$ cat src/rtl/can_bit_destuffer.sv
// CAN receive-path bit destuffer.
// Sits between bit sampling and the CRC/frame decoder. It removes the
// complement bit inserted after STUFF_LEN equal bits, flags stuff errors
// and counts the destuffed bits forwarded in the current stuffed region.
module can_bit_destuffer #(
  parameter int STUFF_LEN = 5,
  parameter int CNT_W     = 8
) (
  input  logic             clk,
  input  logic             rst,
  input  logic             sample_en,
  input  logic             rx_bit,
  input  logic             destuff_en,
  output logic             dout,
  output logic             dout_valid,
  output logic             stuff_bit,
  output logic             stuff_err,
  output logic [CNT_W-1:0] bit_cnt
);

  localparam int RUN_W = $clog2(STUFF_LEN + 1);

  localparam logic [RUN_W-1:0] RUN_ONE   = RUN_W'(1);
  localparam logic [RUN_W-1:0] RUN_LIMIT = RUN_W'(STUFF_LEN);
  localparam logic [CNT_W-1:0] CNT_MAX   = '1;

  typedef enum logic [1:0] {
    ST_PASS,
    ST_COUNT,
    ST_EXPECT_STUFF,
    ST_ERR
  } state_t;

  state_t           state_q, state_d;
  logic [RUN_W-1:0] run_q, run_d;
  logic             last_q, last_d;
  logic             dout_d, valid_d, stuff_d, err_d;
  logic [CNT_W-1:0] cnt_d;
  logic [CNT_W-1:0] cnt_inc;
  logic [RUN_W-1:0] run_next;

  // Saturating increment of the forwarded-bit counter.
  assign cnt_inc  = (bit_cnt == CNT_MAX) ? bit_cnt : bit_cnt + CNT_W'(1);
  // Run length if the current bit is forwarded while counting.
  assign run_next = (rx_bit == last_q) ? run_q + RUN_ONE : RUN_ONE;

  // Next-state and registered-output computation for one sample.
  always_comb begin
    // NOTE: every signal gets a default first so no path infers a latch.
    state_d = state_q;
    run_d   = run_q;
    last_d  = last_q;
    dout_d  = dout;
    valid_d = 1'b0;
    stuff_d = 1'b0;
    err_d   = 1'b0;
    cnt_d   = bit_cnt;

    if (sample_en) begin
      if (!destuff_en) begin
        // Outside the stuffed region (or leaving it): plain pass-through.
        state_d = ST_PASS;
        run_d   = '0;
        cnt_d   = '0;
        dout_d  = rx_bit;
        valid_d = 1'b1;
      end else begin
        unique case (state_q)
          ST_PASS: begin
            // First bit of the stuffed region starts a fresh run.
            run_d   = RUN_ONE;
            last_d  = rx_bit;
            dout_d  = rx_bit;
            valid_d = 1'b1;
            cnt_d   = cnt_inc;
            state_d = (RUN_ONE == RUN_LIMIT) ? ST_EXPECT_STUFF : ST_COUNT;
          end
          ST_COUNT: begin
            run_d   = run_next;
            last_d  = rx_bit;
            dout_d  = rx_bit;
            valid_d = 1'b1;
            cnt_d   = cnt_inc;
            state_d = (run_next == RUN_LIMIT) ? ST_EXPECT_STUFF : ST_COUNT;
          end
          ST_EXPECT_STUFF: begin
            if (rx_bit != last_q) begin
              // Stuff bit is dropped but begins the next run.
              stuff_d = 1'b1;
              run_d   = RUN_ONE;
              last_d  = rx_bit;
              state_d = (RUN_ONE == RUN_LIMIT) ? ST_EXPECT_STUFF : ST_COUNT;
            end else begin
              err_d   = 1'b1;
              state_d = ST_ERR;
            end
          end
          ST_ERR: begin
            // Frame is dead; wait silently for destuff_en to drop.
            state_d = ST_ERR;
          end
          default: state_d = ST_PASS;
        endcase
      end
    end
  end

  // State and output registers with synchronous reset.
  always_ff @(posedge clk) begin
    // NOTE: non-blocking assignments keep all registers updating together.
    if (rst) begin
      state_q    <= ST_PASS;
      run_q      <= '0;
      last_q     <= 1'b1;
      dout       <= 1'b0;
      dout_valid <= 1'b0;
      stuff_bit  <= 1'b0;
      stuff_err  <= 1'b0;
      bit_cnt    <= '0;
    end else begin
      state_q    <= state_d;
      run_q      <= run_d;
      last_q     <= last_d;
      dout       <= dout_d;
      dout_valid <= valid_d;
      stuff_bit  <= stuff_d;
      stuff_err  <= err_d;
      bit_cnt    <= cnt_d;
    end
  end

endmodule
$ cat config.mk
export PLATFORM = sky130hd
export DESIGN_NAME = can_bit_destuffer
export DESIGN_NICKNAME = d
export VERILOG_FILES = /design/src/rtl/can_bit_destuffer.sv
export SDC_FILE = /design/constraint.sdc
export NUM_CORES = 1
export LEC_CHECK = 0
export ABC_CLOCK_PERIOD_IN_PS = 1800
export CORE_UTILIZATION = 40
export CTS_CLUSTER_DIAMETER = 80
export DETAILED_ROUTE_END_ITERATION = 16
export GPL_ROUTABILITY_DRIVEN = 0
export PLACE_DENSITY = 0.72
export SETUP_SLACK_MARGIN = 0.2
export SYNTH_ARGS = -nofsm -noshare
export SYNTH_HDL_FRONTEND = slang
export SYNTH_SLANG_ARGS = --single-unit
$ cat constraint.sdc
create_clock -name clk -period 1.8 [get_ports clk]
set_input_delay 0.54 -clock clk [delete_from_list [all_inputs] [get_ports clk]]
set_output_delay 0.54 -clock clk [all_outputs]
set_load 0.005 [all_outputs]
Word level (Yosys, flattened, before mapping)
Index checks and enable logic that the tools add are counted.
{ "totals": {"inputBits": 5, "out_inout_bits": 12, "wordCells": 53, "ff_bits": 18} }
{ "op_classes": {"n_bitwise": 3, "reduce_logical": 9, "n_addsub": 2, "eq_ne": 12, "muxes": 19} }
{ "ops": {"columns": ["op", "count"], "rows": [
  ["two-way mux 8 bit", 3],
  ["two-way mux 3 bit", 3],
  ["one-hot mux 3 bit (3 select lines)", 1],
  ["adder 8 x 1 -> 8 bit, second input constant", 1],
  ["equality test 8 bit, second input constant", 1],
  ["one-hot mux 2 bit (4 select lines)", 1],
  ["two-way mux 1 bit", 7],
  ["two-way mux 2 bit", 3],
  ["inequality test 2 bit, second input constant", 3],
  ["AND reduction 3 bit", 2],
  ["equality test 2 bit, second input constant", 2],
  ["inequality test 4 x 1 -> 1 bit, second input constant", 1],
  ["AND reduction 4 bit", 1],
  ["OR reduction 2 bit", 2],
  ["OR reduction 4 bit", 1],
  ["adder 3 x 1 -> 3 bit, second input constant", 1],
  ["equality test 3 bit, second input constant", 1],
  ["inequality test 3 bit, second input constant", 1],
  ["inverter 1 bit", 3],
  ["equality test 2 x 1 -> 1 bit, second input constant", 1],
  ["zero test 2 bit", 1],
  ["one-hot mux 1 bit (2 select lines)", 1],
  ["AND reduction 2 bit", 1],
  ["nonzero test 2 bit", 1],
  ["other kinds (2)", 2]
]} }

Logic depth before layout (Yosys ltp)
Gate-level depths: netlist of the first run.
{ "depth": {"depth_word": 6, "ltp_mapped": 5, "mapped_depth_nobuf": 5} }

Worst setup path after synthesis of the first run
No wires, ideal clock.
{ "synth_timing": {"path_type": "input -> register", "start": "input destuff_en", "end": "register bit_cnt[5]", "path_buffers": 1, "arrival_time_ns": 1.524, "cell_stages": 5, "setup_slack_ns": 0.206, "setup_ns": 0.070, "required_time_ns": 1.730, "cell_sequence": "buf_2 a21boi_4 o21ai_4 or3_1 a21oi_1"} }
{ "synth_via": {"elab_chain_len": 2, "word_cells_on_any_way": 4, "cone_classes": "2 x eq/ne; 1 x mux; 1 x reduce/logical"} }
{ "synth_rtl": {"columns": ["element", "line", "source"], "rows": [
  ["from (decl)", "13", "input logic destuff_en,"],
  ["inequality test 2 bit (no source line)", null, null],
  ["AND reduction 3 bit (no source line)", null, null],
  ["to (signal assigned)", "128", "bit_cnt <= cnt_d;"],
  ["to (decl)", "18", "output logic [CNT_W-1:0] bit_cnt"]
]} }
Parallel ways exist; a longest one is shown, timed or not.
A chain may end at the register's enable or synchronous reset.

Final worst setup path of the first run
{ "layout_timing": {"start": "register bit_cnt[1]", "end": "register bit_cnt[0]"} }
{ "layout_via": {"elab_chain_len": 3} }
{ "layout_rtl": {"columns": ["element", "line", "source"], "rows": [
  ["equality test 8 bit", "43", "assign cnt_inc = (bit_cnt == CNT_MAX) ? bit_cnt : bit_cnt + CNT_W'(1);"],
  ["inequality test 2 bit (no source line)", null, null],
  ["AND reduction 3 bit (no source line)", null, null]
]} }
No other way between the ends.

==> results of run 1 <==
[per-stage QoR]
step                hold WS, ns  instances  power, mW
detailed placement        0.488        152      0.521
finish                    0.504        167      0.780
global placement          0.483        152      0.520
floorplan                 0.467        103      0.472
global route              0.531        167      0.807
CTS                       0.525        163      0.769
[cell type report]
type,instances,share of cell area (%)
clock buffer,4,2.76
multi-input combinational,76,39.4
sequential,18,28.8
tap,27,2.57
timing repair buffer,38,25.4
inverter,4,1.14
[worst max-delay path, cell delays in order, from the launching register on]
cell	delay (ns)
dfxtp_2	0.35
buf_6	0.11
ha_4	0.14
nand4_1	0.21
o21ai_4	0.33
buf_6	0.14
xor2_1	0.15
nor2_1	0.07
[routing by layer]
metal  track usage (%)  vias up  share of wire, %
li1                  -      452                 -
met3              4.05        2               3.5
met2              30.4       17                48
met5                 0        -                 0
met1              23.8      422                47
met4              8.33        0               1.1
[cells in the final DEF, fill, tap and decap left out, types with 3 or more instances in the layout]
| master | synthesis | final |
|---|---|---|
| buf_4 | 0 | 16 |
| dlygate4sd2_1 | 0 | 13 |
| a21oi_1 | 10 | 10 |
| dfxtp_1 | 18 | 9 |
| nor2_1 | 8 | 8 |
| nand4_1 | 6 | 6 |
| dfxtp_2 | 0 | 6 |
| buf_6 | 0 | 6 |
| xor2_1 | 5 | 5 |
| o21ai_0 | 7 | 5 |
| nand3_1 | 4 | 4 |
| inv_1 | 4 | 4 |
| nand2_1 | 4 | 4 |
| or3_1 | 3 | 3 |
| o211ai_1 | 3 | 3 |
| dfxtp_4 | 0 | 3 |
| clkbuf_4 | 0 | 3 |
[kinds of logic after synthesis]
family | Yosys count
compound gates | 28
buf+inv | 9
xor+xnor | 6
flops | 18
mux | 2
fa+ha+maj | 2
simple gates | 38
[worst max-delay path by stage]
| stage | start | to | slack, ns | cells after the start |
|---|---|---|---|---|
| 5_1_grt | bit_cnt[1] | bit_cnt[0] | 0.1 | 7 |
| 4_1_cts | bit_cnt[3] | bit_cnt[3] | 0.06 | 1 |
| 3_5_place_dp | rx_bit | state_q[1] | -0.19 | 5 |
| 3_3_place_gp | destuff_en | bit_cnt[7] | -0.16 | 6 |
| 2_1_floorplan | destuff_en | bit_cnt[5] | 0.21 | 5 |
| 6_report | bit_cnt[1] | bit_cnt[0] | 0.18 | 7 |
[power by group]
part | leakage, nW | total (mW) | internal [mW] | switching, mW
logic | 0.429 | 0.115 | 0.0614 | 0.0532
clock network | 0.0210 | 0.254 | 0.124 | 0.131
registers | 0.151 | 0.411 | 0.403 | 0.00804
total | 0.602 | 0.780 | 0.588 | 0.192
[registers in the layout (all words and copies together), names as in the netlist]
signal,count
stuff_bit,1
dout,1
dout_valid,1
stuff_err,1
last_q,1
state_q,2
bit_cnt,8
run_q,3
[repair_timing]
action,in CTS,in global routing
setup endpoints to repair,20,12
resized for setup,27,11
buffers inserted,7,4
endpoints found under the hold margin,0,0
pin swaps,1,8
==> results.sh, run 1 <==
export IMPL_path_max_fanout=7
export IMPL_cts_buffers=3
export IMPL_die_h_um=49.3
export IMPL_drv_slew=0
export IMPL_status="finished, final reports clean"
export IMPL_worst_r2r_cell_count=7
export IMPL_cp_end_kind="flop"
export IMPL_fmax_mhz=619
export IMPL_grt_pass1_vias=811
export IMPL_drive_gt1_share_pct=30.0
export IMPL_critPathLaunchType="flop"
export IMPL_cts_root_buffer="clkbuf_4"
export IMPL_place_area_mm2=0.00115
export IMPL_cts_sinks=18
export IMPL_hold_depth=2
export IMPL_die_area_mm2=0.00243
export IMPL_hp_start="run_q[1]"
export IMPL_synth_area_top_cells="dfxtp_1, a21oi_1, xor2_1, nand4_1, o21ai_0"
export IMPL_clk_latency_ns=0.30
export IMPL_antenna_found_initial=0
export IMPL_rsz0062_at_grt="yes"
export IMPL_tightest_slew_ns=0.325
export IMPL_num_rows=16
export IMPL_r2r_start="bit_cnt[1]"
export IMPL_dp_slack_ns=-0.186
export IMPL_syn_to_final_growth_pct=47.3
export IMPL_io_pins=17
export IMPL_cts_tree="built"
export IMPL_cp_required_ns=2.00
export IMPL_cts_max_level=1
export IMPL_first_iter_violations=26
export IMPL_synth_top_family_by_area="simple AND/OR/NAND/NOR gates"
export IMPL_grt_first_pass_wirelength_mm=3.51
export IMPL_synth_compound_area_share_pct=21.7
export IMPL_synth_edff_count=0
export IMPL_arrival_ns=1.82
export IMPL_via_per_inst=5.35
export IMPL_drt_pass1_iterations=4
export IMPL_finalWirelength_mm=2.09
export IMPL_antenna_left=0
export IMPL_start_util_pct=44.2
export IMPL_multi_input_area_um2=518
export IMPL_portBuffers=16
export IMPL_drc=0
export IMPL_clk_pin_slew_worst_paths_ns=0.10
export IMPL_synthFlopType="dfxtp_1"
export IMPL_overflow=0
export IMPL_r2r_slack_ns=0.18
export IMPL_cts_hold_buf=0
export IMPL_seq_area_um2=379
export IMPL_yosysSeqAreaShare_pct=40.3
export IMPL_synthesis_area_um2=893
export IMPL_min_to="run_q[1]"
export IMPL_vias=893
export IMPL_setup_viol=0
export IMPL_syn_mean_instance_area_um2=8.67
export IMPL_nNetsFinal=148
export IMPL_utilization_pct=65.1
export IMPL_diodes=0
export IMPL_design_area_mm2=0.00132
export IMPL_timing_setup_tns_ns=0
export IMPL_r2r_end="bit_cnt[0]"
export IMPL_p_per_area_mw_per_mm2=593
export IMPL_synthAdderAreaFrac_pct=2.80
export IMPL_grt_max_degree=11
export IMPL_leakage_nw=0.602
export IMPL_hp_class="flop to flop"
export IMPL_fp_dieW_um=49.3
export IMPL_yosysTopAreaCell="dfxtp_1"
export IMPL_synth_cell_types=32
export IMPL_async_flop_share_pct=0
export IMPL_post_route_period_util_pct=89.8
export IMPL_clock_skew_final_ns=0.00109
export IMPL_ys_top_cells_by_count="dfxtp_1, a21oi_1, nor2_1"
export IMPL_syn_num_nets=110
export IMPL_maxCapViolCount=0
export IMPL_yosys_register_bits=18
export IMPL_relSlewSlack_pct=78.3
export IMPL_synth_xor_area_share_pct=5.88
export IMPL_yosysWarnings=0
export IMPL_synthSimpleGateAreaFrac_pct=23.1
export IMPL_core_area_mm2=0.00202
export IMPL_fillCellCount=161
export IMPL_finalHoldViolCount=0
export IMPL_fin_crit_ns=1.62
export IMPL_fin_ws_ns=0.183
export IMPL_syn_inst=103
export IMPL_cts_path_max_buffers=2
export IMPL_synth_top_area_share_pct=40.3
export IMPL_yosys_mux_area_fraction_pct=2.24
export IMPL_track_usage_pct=18.8
export IMPL_dpl_hpwl_mm=1.47
export IMPL_path_class="flop to flop"
export IMPL_vdd_ir_drop_max_v=0.000522
export IMPL_avgRoutedWirePerCell_um=12.5
export IMPL_post_synth_top_count_cell="dfxtp_1"
Power figures use the tool's default switching activity.
==> inputs of run 2 (changes only) <==
- CELL_PAD_IN_SITES_DETAIL_PLACEMENT: unset -> 1
- CELL_PAD_IN_SITES_GLOBAL_PLACEMENT: unset -> 2
- CORE_UTILIZATION: 40 -> 29
- PLACE_DENSITY: 0.72 -> 0.83
==> results.sh, run 2 (same netlist as run 1, synthesis figures left out) <==
export IMPL_fin_ws_ns=0.234
export IMPL_hp_class="flop to flop"
export IMPL_diodes=0
export IMPL_r2r_start="bit_cnt[0]"
export IMPL_power_net_switching_mw=0.199
export IMPL_drc=1
export IMPL_fmax_mhz=639
export IMPL_cts_hold_buf=0
export IMPL_arrival_ns=1.03
export IMPL_critPathSlowestCell="dfxtp_2"
export IMPL_cp_end_kind="output pin"
export IMPL_via_per_inst=5.08
export IMPL_leakage_nw=0.639
export IMPL_status="finished, violations left"
export IMPL_drt_pass1_iterations=12
export IMPL_drive_gt1_share_pct=34.2
export IMPL_finalHoldViolCount=0
export IMPL_max_stage_delay_ns=0.34
export IMPL_first_iter_violations=14
export IMPL_start_util_pct=31.6
export IMPL_nNetsFinal=155
export IMPL_reg_top3="bit_cnt x8, run_q x3, state_q x2"
export IMPL_r2r_end="bit_cnt[5]"
export IMPL_die_area_mm2=0.00331
export IMPL_critPathLaunchType="flop"
export IMPL_final_common_cell="buf_4"
export IMPL_final_cell_mix="buf_4, dlygate4sd2_1, a21oi_1, dfxtp_1, nor2_1"
export IMPL_track_usage_pct=17.0
export IMPL_regMostFlops="bit_cnt"
export IMPL_cts_path_max_buffers=2
export IMPL_grt_pass1_vias=858
export IMPL_dp_slack_ns=-0.212
export IMPL_die_h_um=57.5
export IMPL_grt_max_degree=11
export IMPL_avgRoutedWirePerCell_um=14.8
export IMPL_io_pins=17
export IMPL_internal_power_mw=0.547
export IMPL_tightest_slew_ns=0.343
export IMPL_antenna_found_initial=0
export IMPL_hold_depth=2
export IMPL_switching_share_pct=26.6
export IMPL_pwr_share_clk_pct=28.5
export IMPL_worst_r2r_cell_count=6
export IMPL_timing_hold_ws_ns=0.503
export IMPL_fin_crit_ns=1.57
export IMPL_combPwrFrac_pct=16.6
export IMPL_hp_start="dout"
export IMPL_portBuffers=16
export IMPL_vias=899
export IMPL_violations="DRC"
export IMPL_grt_first_pass_wirelength_mm=4.19
export IMPL_cts_tree="built"
export IMPL_setup_viol=0
export IMPL_syn_to_final_growth_pct=54.1
export IMPL_cp_cell_sequence="buf_4 -> dlygate4sd2_1"
export IMPL_cts_root_buffer="clkbuf_4"
export IMPL_post_route_period_util_pct=87.0
export IMPL_finalPower_mw=0.745
export IMPL_vdd_ir_drop_max_v=0.000272
export IMPL_finalWirelength_mm=2.62
export IMPL_cts_max_level=1
export IMPL_min_to="dout"
export IMPL_cts_buffers=3
export IMPL_clk_pin_slew_worst_paths_ns=0.11
export IMPL_dpl_hpwl_mm=1.70
export IMPL_largest_reg_flops=8
export IMPL_power_frac_seq_pct=54.9
export IMPL_maxCapViolCount=0
export IMPL_p_per_area_mw_per_mm2=541
export IMPL_fp_dieW_um=57.5
export IMPL_num_rows=19
export IMPL_r2r_slack_ns=0.27
export IMPL_core_area_mm2=0.00283
export IMPL_path_class="flop to output pin"
export IMPL_overflow=0
export IMPL_clock_skew_final_ns=0.00632
export IMPL_cts_sinks=18
export IMPL_path_max_fanout=2
export IMPL_fillCellCount=335
export IMPL_drv_slew=0
export IMPL_clk_latency_ns=0.31
export IMPL_relSlewSlack_pct=77.1
export IMPL_cp_required_ns=1.26
export IMPL_antenna_left=0
export IMPL_rsz0062_at_grt="yes"
[run 2: metal layers]
metal,global-route usage (%),routed length [um],vias to the layer above
met1,22.1,1190,422
met5,0,0,-
li1,-,-,465
met2,26.9,1340,10
met3,2.27,56,2
met4,9.41,24,0
[run 2: worst max-delay path: cells and delay by family, from the launching register on]
family / cells / cell delay [ns]
buffers and inverters: 2 / 0.38
DFF: 1 / 0.34
[run 2: layout make-up]
| cell class | instances | area (um^2) | area share (%) |
|---|---|---|---|
| multi-input combinational | 76 | 527 | 38.3 |
| inverter | 4 | 15.0 | 1.09 |
| clock buffer | 3 | 22.5 | 1.64 |
| sequential | 18 | 384 | 27.9 |
| timing repair buffer | 45 | 389 | 28.3 |
| tap | 31 | 38.8 | 2.82 |
[run 2: timing repair]
action / in CTS / in global routing
endpoints found under the setup margin: 19 / 10
endpoints found under the hold margin: 0 / 0
pin swaps: 5 / 9
gates resized for setup: 32 / 10
gates cloned: 0 / 1
buffers inserted: 9 / 5
[run 2: power groups by stage]
stage                     combinational [mW]  clock [mW]  sequential, mW
after floorplan                       0.0489           0           0.423
after global placement                 0.103           0           0.426
after detailed placement               0.104           0           0.426
after CTS                              0.110       0.226           0.409
after global routing                   0.136       0.239           0.412
final                                  0.123       0.212           0.409
[run 2: through the flow]
step                instances  cell area, um^2  setup TNS [ns]  util, %
finish                    177             1380               0     48.7
floorplan                 103              893               0        -
global route              177             1380               0     48.7
global placement          159             1180           -1.37     41.6
CTS                       171             1300               0     45.9
detailed placement        159             1180           -1.73     41.6
[run 2: worst max path at each step]
stage / startpoint / cells past startpoint / slack, ns / endpoint
4_1_cts: bit_cnt[2] / 1 / 0.09 / bit_cnt[2]
2_1_floorplan: destuff_en / 5 / 0.21 / bit_cnt[5]
6_report: bit_cnt[1] / 2 / 0.23 / bit_cnt[1]
3_3_place_gp: destuff_en / 7 / -0.18 / bit_cnt[6]
3_5_place_dp: destuff_en / 6 / -0.21 / bit_cnt[5]
5_1_grt: bit_cnt[1] / 7 / 0.15 / bit_cnt[4]
==> inputs of run 3 (changes only) <==
==> constraint.sdc (replaced) <==
create_clock -name clk -period 1.8 [get_ports clk]
set_input_delay 0.36 -clock clk [delete_from_list [all_inputs] [get_ports clk]]
set_output_delay 0.36 -clock clk [all_outputs]
set_load 0.005 [all_outputs]
==> results.sh, run 3 (same netlist as run 1, synthesis figures left out) <==
export IMPL_status="finished, violations left"
export IMPL_violations="DRC"
export IMPL_cts_max_level=1
export IMPL_clk_pin_slew_worst_paths_ns=0.10
export IMPL_min_to="bit_cnt[1]"
export IMPL_overflow=0
export IMPL_num_rows=19
export IMPL_r2r_end="bit_cnt[0]"
export IMPL_rsz0062_at_grt="no"
export IMPL_setup_viol=0
export IMPL_cts_path_max_buffers=2
export IMPL_syn_to_final_growth_pct=36.6
export IMPL_design_area_mm2=0.00122
export IMPL_vdd_ir_drop_max_v=0.000400
export IMPL_r2r_slack_ns=0.33
export IMPL_portBuffers=16
export IMPL_antenna_found_initial=0
export IMPL_cts_sinks=18
export IMPL_grt_max_degree=11
export IMPL_cpLargestDelayFamily="buffers and inverters"
export IMPL_place_area_mm2=0.00115
export IMPL_cp_depth=1
export IMPL_drc=1
export IMPL_max_stage_delay_ns=0.52
export IMPL_maxCapViolCount=0
export IMPL_grt_pass1_vias=817
export IMPL_post_route_period_util_pct=86.3
export IMPL_cp_end_kind="output pin"
export IMPL_via_per_inst=5.28
export IMPL_p_per_area_mw_per_mm2=583
export IMPL_drt_pass1_iterations=9
export IMPL_cp_required_ns=1.44
export IMPL_first_iter_violations=15
export IMPL_vias=856
export IMPL_finalPower_mw=0.711
export IMPL_fin_crit_ns=1.55
export IMPL_io_pins=17
export IMPL_dpl_hpwl_mm=1.76
export IMPL_die_h_um=57.5
export IMPL_r2r_start="bit_cnt[0]"
export IMPL_hp_class="flop to flop"
export IMPL_clk_latency_ns=0.29
export IMPL_drive_gt1_share_pct=23.7
export IMPL_track_usage_pct=14.0
export IMPL_largest_reg_flops=8
export IMPL_tightest_slew_ns=0.352
export IMPL_nNetsFinal=140
export IMPL_core_area_mm2=0.00283
export IMPL_finalHoldViolCount=0
export IMPL_fp_dieW_um=57.5
export IMPL_avgRoutedWirePerCell_um=14.3
export IMPL_fillCellCount=340
export IMPL_critPathSlowestCell="clkdlybuf4s50_1"
export IMPL_grt_first_pass_wirelength_mm=3.57
export IMPL_critPathBufInv=1
export IMPL_final_cell_mix="clkdlybuf4s50_1, buf_4, a21oi_1, dfxtp_1, nor2_1"
export IMPL_cts_tree="built"
export IMPL_leakage_nw=0.467
export IMPL_start_util_pct=31.6
export IMPL_path_class="flop to output pin"
export IMPL_path_max_fanout=5
export IMPL_drv_slew=0
export IMPL_clock_skew_final_ns=0.00602
export IMPL_regMostFlops="bit_cnt"
export IMPL_cp_cell_sequence="clkdlybuf4s50_1"
export IMPL_finalWirelength_mm=2.31
export IMPL_worst_r2r_cell_count=7
export IMPL_hold_depth=2
export IMPL_reg_top3="bit_cnt x8, run_q x3, state_q x2"
export IMPL_relSlewSlack_pct=76.2
export IMPL_cts_buffers=3
export IMPL_utilization_pct=43.1
export IMPL_final_common_cell="clkdlybuf4s50_1"
export IMPL_fmax_mhz=644
export IMPL_arrival_ns=1.19
export IMPL_hp_start="bit_cnt[1]"
export IMPL_antenna_left=0
export IMPL_die_area_mm2=0.00331
export IMPL_critPathLaunchType="flop"
export IMPL_cts_root_buffer="clkbuf_4"
export IMPL_diodes=0
==> run 3: changes by cell type in the layout (fill, tap and decap cells not counted), sizes merged <==
| cell | previous run | this run |
|---|---|---|
| buf | 28 | 14 |
| dlygate4sd2 | 13 | 0 |
| clkdlybuf4s50 | 1 | 16 |
| clkdlybuf4s15 | 1 | 0 |
| dlymetal6s2s | 2 | 0 |
==> run 3: worst max-delay path by stage <==
| stage | start | endpoint |
|---|---|---|
| final | bit_cnt[4] | bit_cnt[4] |
| after global routing | bit_cnt[4] | bit_cnt[4] |
| after CTS | bit_cnt[3] | bit_cnt[3] |
| after detailed placement | destuff_en | bit_cnt[5] |
| after global placement | destuff_en | bit_cnt[0] |
| after floorplan | destuff_en | bit_cnt[5] |
==> run 3: metal layers <==
layer	track usage (%)	wire length [um]	vias up
met1	18.2	1110	411
met4	4.18	23	0
met3	4.54	79	2
met5	0	0	-
li1	-	-	432
met2	22.3	1100	11
==> run 3: report_power, final <==
| part | internal [mW] | switching [mW] | total [mW] |
|---|---|---|---|
| sequential | 0.404 | 0.0104 | 0.414 |
| clock | 0.0779 | 0.119 | 0.197 |
| combinational | 0.0517 | 0.0479 | 0.0996 |
==> run 3: layout make-up <==
cell class                 count  area [um^2]  area share [%]
inverter                       4         15.0            1.23
clock buffer                   3         22.5            1.85
tap                           31         38.8            3.18
timing repair buffer          30          265            21.7
multi-input combinational     76          500            41.0
sequential                    18          378            31.0
==> run 3: per-stage QoR <==
step | instances | hold WS, ns | setup WS [ns] | TNS [ns]
floorplan | 103 | 0.467 | 0.386 | 0
global placement | 155 | 0.478 | 0.0140 | 0
detailed placement | 155 | 0.494 | -0.0364 | -0.0520
CTS | 158 | 0.504 | 0.198 | 0
global route | 162 | 0.526 | 0.203 | 0
finish | 162 | 0.496 | 0.246 | 0
==> run 3: repair_timing <==
action	4_1_cts	5_1_grt
cloned	0	0
setup buffers	0	4
resized for setup	6	6
hold endpoints to repair	0	0
pin swaps	0	1
setup endpoints to repair	9	11
hold buffers	0	0
